### config.mk
export PLATFORM = sky130hd
export DESIGN_NAME = c_unloader
export DESIGN_NICKNAME = d
export VERILOG_FILES = /design/src/rtl/c_unloader.sv
export SDC_FILE = /design/constraint.sdc
export NUM_CORES = 1
export LEC_CHECK = 0
export ABC_AREA = 1
export BUFFER_PORTS_ARGS = -buffer_cell sky130_fd_sc_hd__buf_4
export CAP_MARGIN = 40
export CORE_AREA = 8 8 148 150
export DETAILED_ROUTE_END_ITERATION = 6
export DIE_AREA = 0 0 156 158
export PLACE_DENSITY = 0.65
export RECOVER_POWER = 25
export SYNTH_ARGS = -nofsm -noshare
export SYNTH_HDL_FRONTEND = slang
export SYNTH_HIERARCHICAL = 1
export SYNTH_SLANG_ARGS = --single-unit
### constraint.sdc
create_clock -name clk -period 1.9 [get_ports clk]
set_input_delay 0.38 -clock clk [delete_from_list [all_inputs] [get_ports clk]]
set_output_delay 0.38 -clock clk [all_outputs]
set_load 0.005 [all_outputs]
### src/rtl/c_unloader.sv
// c_unloader: drains the C matrix out of a DIM x DIM systolic array one row at
// a time and offers each row downstream on a valid/ready handshake.
//
// Optional feature macro: C_CLEAR_EN
//   defined   -> after each row is accepted downstream the row is written back
//                as zero (CLEAR state), leaving C ready for the next accumulation.
//   undefined -> no CLEAR state, WrEn tied low, C left untouched by a drain.
//
// Ports:
//   clk, rst_n         clock, asynchronous active-low reset
//   start              one-cycle drain request (honoured only in IDLE)
//   busy, done         busy outside IDLE; done pulses one cycle after last row
//   Crow, Cout         row select to / row data from the systolic array
//   WrEn, Cin          row write strobe / write data (always zero) to the array
//   out_valid/ready    downstream handshake
//   out_data, out_row  captured row and its index

// Per-lane capture register: one C element of the row word.
module c_unloader_lane #(
  parameter int BITS_C = 16
) (
  input  logic              clk,
  input  logic              rst_n,
  input  logic              cap_i,
  input  logic [BITS_C-1:0] d_i,
  output logic [BITS_C-1:0] q_o
);
  logic [BITS_C-1:0] q_q;

  always_ff @(posedge clk or negedge rst_n) begin
    if (!rst_n)     q_q <= '0;
    else if (cap_i) q_q <= d_i;
  end

  assign q_o = q_q;
endmodule

module c_unloader #(
  parameter  int BITS_C = 16,
  parameter  int DIM    = 8,
  localparam int RW     = (DIM > 1) ? $clog2(DIM) : 1
) (
  input  logic                                clk,
  input  logic                                rst_n,
  input  logic                                start,
  output logic                                busy,
  output logic                                done,
  output logic [RW-1:0]                       Crow,
  input  logic signed [DIM-1:0][BITS_C-1:0]   Cout,
  output logic                                WrEn,
  output logic signed [DIM-1:0][BITS_C-1:0]   Cin,
  output logic                                out_valid,
  input  logic                                out_ready,
  output logic signed [DIM-1:0][BITS_C-1:0]   out_data,
  output logic [RW-1:0]                       out_row
);

  typedef enum logic [2:0] {
    IDLE,
    ADDR,
    SEND,
`ifdef C_CLEAR_EN
    CLEAR,
`endif
    DONE
  } state_t;

  state_t          state_q, state_d;
  logic [RW-1:0]   cnt_q, cnt_d;
  logic [RW-1:0]   out_row_q;
  logic            cap;
  logic            last_row;

  assign last_row = (cnt_q == RW'(DIM - 1));

  always_ff @(posedge clk or negedge rst_n) begin
    if (!rst_n) begin
      state_q   <= IDLE;
      cnt_q     <= '0;
      out_row_q <= '0;
    end else begin
      state_q <= state_d;
      cnt_q   <= cnt_d;
      if (cap) out_row_q <= cnt_q;
    end
  end

  always_comb begin
    state_d = state_q;
    cnt_d   = cnt_q;
    cap     = 1'b0;
    case (state_q)
      IDLE: if (start) begin
        cnt_d   = '0;
        state_d = ADDR;
      end
      // Crow is presented for this single cycle; Cout is captured on its
      // closing edge.
      ADDR: begin
        cap     = 1'b1;
        state_d = SEND;
      end
      SEND: if (out_ready) begin
`ifdef C_CLEAR_EN
        state_d = CLEAR;
`else
        // Stop at the last row rather than wrapping the counter.
        if (last_row) state_d = DONE;
        else begin
          cnt_d   = cnt_q + RW'(1);
          state_d = ADDR;
        end
`endif
      end
`ifdef C_CLEAR_EN
      CLEAR: begin
        if (last_row) state_d = DONE;
        else begin
          cnt_d   = cnt_q + RW'(1);
          state_d = ADDR;
        end
      end
`endif
      DONE: begin
        cnt_d   = '0;
        state_d = IDLE;
      end
      default: state_d = IDLE;
    endcase
  end

  // Row capture, one register per lane.
  for (genvar l = 0; l < DIM; l++) begin : g_lane
    c_unloader_lane #(.BITS_C(BITS_C)) u_lane (
      .clk   (clk),
      .rst_n (rst_n),
      .cap_i (cap),
      .d_i   (Cout[l]),
      .q_o   (out_data[l])
    );
  end

  assign busy      = (state_q != IDLE);
  assign done      = (state_q == DONE);
  assign out_valid = (state_q == SEND);
  assign out_row   = out_row_q;
  // Row select parks at 0 when idle; it stays on the current row through
  // SEND so a downstream stall never moves it.
  assign Crow      = (state_q == IDLE || state_q == DONE) ? '0 : cnt_q;
  assign Cin       = '0;
`ifdef C_CLEAR_EN
  assign WrEn      = (state_q == CLEAR);
`else
  assign WrEn      = 1'b0;
`endif

endmodule

==> run_results.csv <==
group,metric,value,unit
layout,drive_above_1_share,35.5,%
layout,design_area,0.00893,sq mm
timing,fin_worst_skew,0.00602,ns
placement,portBuffers,268,
placement,hpwlAfterDp,14200,um
yosys,synth.distinct_cells,15,
setup_path,required,1.52,ns
grt,grt.total_usage,14.7,%
route,wl_met2,9080,um
layout,multi_input_area,0.00227,sq mm
clocking,cts.sinks,136,
layout,final_common_cell,"nand2_1",
clocking,clkTransAtPathRegs,0.07,ns
timing,slew_violations,0,
layout,num_antenna_cells,0,
floorplanning,rows,52,
route,wl_per_cell,14.3,um
yosys,synth_xor_area_share,0,%
route,vias_per_cell,3.95,
setup_path,critPathMaxFanout,4,
setup_path,critPathLaunch,"state_q[1]",
placement,placed_area,0.00831,sq mm
yosys,muxShareOfSynthArea,0,%
power,p_leak,0.00515,uW
outcome,outcome,"complete, no violations",
setup_path,r2r_end,"g_lane[2].u_lane/q_o[10]",
route,routed_wirelength,18500,um
yosys,synth-edff-count,0,
route,wl_met3,1490,um
yosys,synthAdderAreaFrac,1.13,%
clocking,cts_root_buf,"clkbuf_16",
yosys,synth_top_family_by_area,"simple AND/OR/NAND/NOR gates",
yosys,syn_area_per_cell,8.98,sq um
yosys,ys.flop_type,"dfrtp_1",
floorplanning,io-pin-count,398,
grt,grt_max_degree,58,
timing,timing.final.crit_share,95.0,%
yosys,ys_ff_latch,136,
clocking,tritoncts,"built",
route,wl_met1,7650,um
floorplanning,die_height,158,um
yosys,synth-compound-area-share,0.908,%
setup_path,critPathKind,"flop to output pin",
timing,fmax,0.554,GHz
setup_path,startpoint_type,"flop",
timing,setup_viol,0,
clocking,cts_htree_levels,4,
grt,grt.overflow.total,0,
clocking,worst_skew_pair.late_latency,0.41,ns
route,dr.first_iter.drc_count,249,
floorplanning,die-area,0.0246,sq mm
route,highest_layer,"met4",
grt,grt_pass1_vias,5570,
placement,post-place-ws,0.418,ns
yosys,async_flop_share,100,%
setup_path,end_kind,"output pin",
yosys,synth_area_leaders,"dfrtp_1 51%, nand2_1 21%, buf_4 15%",
layout,area_growth,35.0,%
route,drc_errors,0,
yosys,syn_area,0.00662,sq mm
timing,hold_viol,0,
layout,fillCellCount,1983,
timing,grt_setup_unrepaired,"yes",
power,ir_worst_vdd,0.571,mV
yosys,yosysTopAreaCellShare,51.4,%
layout,nets,1151,
setup_path,crit_arrival,1.42,ns
setup_path,crit_end,"Crow[1]",
floorplanning,initial_utilization,33.6,%
timing,worst_pin_slew,0.734,ns
placement,gp_congestion,0.858,
timing,fin_crit,1.80,ns
clocking,cts_buffers,17,
yosys,synth-seq-area-share,51.4,%
yosys,yosys.area.top_type,"dfrtp_1",
yosys,yosys.area_share.simple,24.8,%
hold_path,min_path_type,"input port to flop",
power,power_density,1680,mW/mm^2
route,vias,5125,
setup_path,r2r_slack,0.48,ns
route,drt_pass1_iterations,4,
grt,grt_pass1_wl,28500,um
layout,final-seq-area,0.00340,sq mm
floorplanning,core-area,0.0197,sq mm
grt,antenna_found_initial,0,
setup_path,r2r_start,"state_q[1]",
timing,timing.hold.ws,0.162,ns
run,drv_cap,0,
setup_path,worstRegToRegCells,6,
hold_path,hold_path_depth,3,
yosys,ys_warn_count,6,
route,ant_nets,0,
clocking,clk_path_buf_depth,2,
floorplanning,die_w,156,um
layout,final_cell_mix,"364 x nand2_1, 274 x buf_4, 136 x dfrtp_1",
timing,worst_slack,0.0958,ns
layout,utilization,45.3,%
timing,finalSetupTns,0,ns
timing,slew_headroom,51.1,%
yosys,syn_inst,737,
-- per-stage QoR --
| stage | power, uW | instances |
|---|---|---|
| 3_3_place_gp | 11400 | 1262 |
| 5_1_grt | 16300 | 1296 |
| 4_1_cts | 15300 | 1296 |
| 2_1_floorplan | 8850 | 865 |
| 3_5_place_dp | 11600 | 1262 |
| 6_report | 15000 | 1296 |
-- per-layer routing --
layer / GRT usage (%) / vias to the layer above
met1: 17.7 / 2363
li1: - / 2502
met5: 0 / -
met4: 4.71 / 0
met2: 24.1 / 243
met3: 5.24 / 17
-- cell type report --
cell class	instances	area share, %
timing repair buffer	282	24.1
sequential	136	38.1
tap	270	3.78
multi-input combinational	553	25.4
clock buffer	18	4.80
clock inverter	14	2.35
inverter	23	1.41
-- cell usage after synthesis, types with 4 or more instances --
cell type,instances
inv_1,15
buf_4,129
buf_6,16
o21ai_0,5
buf_12,8
nand2_1,364
ha_1,6
inv_6,8
o21bai_1,4
nand2_2,42
dfrtp_1,136
-- kinds of logic (layout without fill, tap and decap cells) --
kind of cell / Yosys count / after routing
compound gates: 10 / 10
fa+ha+maj: 6 / 6
buf+inv: 176 / 337
flops: 136 / 136
other cells: 1 / 129
simple gates: 408 / 408
-- worst min path at each step --
| stage | slack (ns) | startpoint | endpoint |
|---|---|---|---|
| 4_1_cts | 0.14 | Cout[70] | g_lane[4].u_lane/q_o[6] |
| 3_5_place_dp | 0.36 | rst_n | g_lane[6].u_lane/q_o[4] |
| 6_report | 0.16 | Cout[70] | g_lane[4].u_lane/q_o[6] |
| 3_3_place_gp | 0.35 | rst_n | g_lane[6].u_lane/q_o[15] |
| 2_1_floorplan | 0.08 | rst_n | cnt_q[0] |
| 5_1_grt | 0.14 | Cout[66] | g_lane[4].u_lane/q_o[2] |
-- state kept, by name (all words and copies together), names as in the netlist --
signal,flops
cnt_q,3
g_lane.u_lane/q_o,128
out_row,3
state_q,2
-- critical path, cell delays in order, from the launching register on --
cell and delay, ns:
dfrtp_1 0.40, inv_2 0.08, ha_1 0.30, nand2_1 0.08, inv_1 0.04, buf_4 0.12
-- what timing repair did --
item,CTS,global route
endpoints found under the hold margin,44,0
endpoints found under the setup margin,3,3
setup buffers,1,0
hold buffers,1,0
gates resized for setup,0,1
-- power by group --
part | switching (uW) | total, uW | internal, uW | leakage [uW]
logic | 3260 | 6250 | 2990 | 0.00316
registers | 827 | 5150 | 4320 | 0.00168
clock network | 1360 | 3600 | 2240 | 0.000306
total | 5450 | 15000 | 9550 | 0.00515
(Power assumes the default switching activity.)
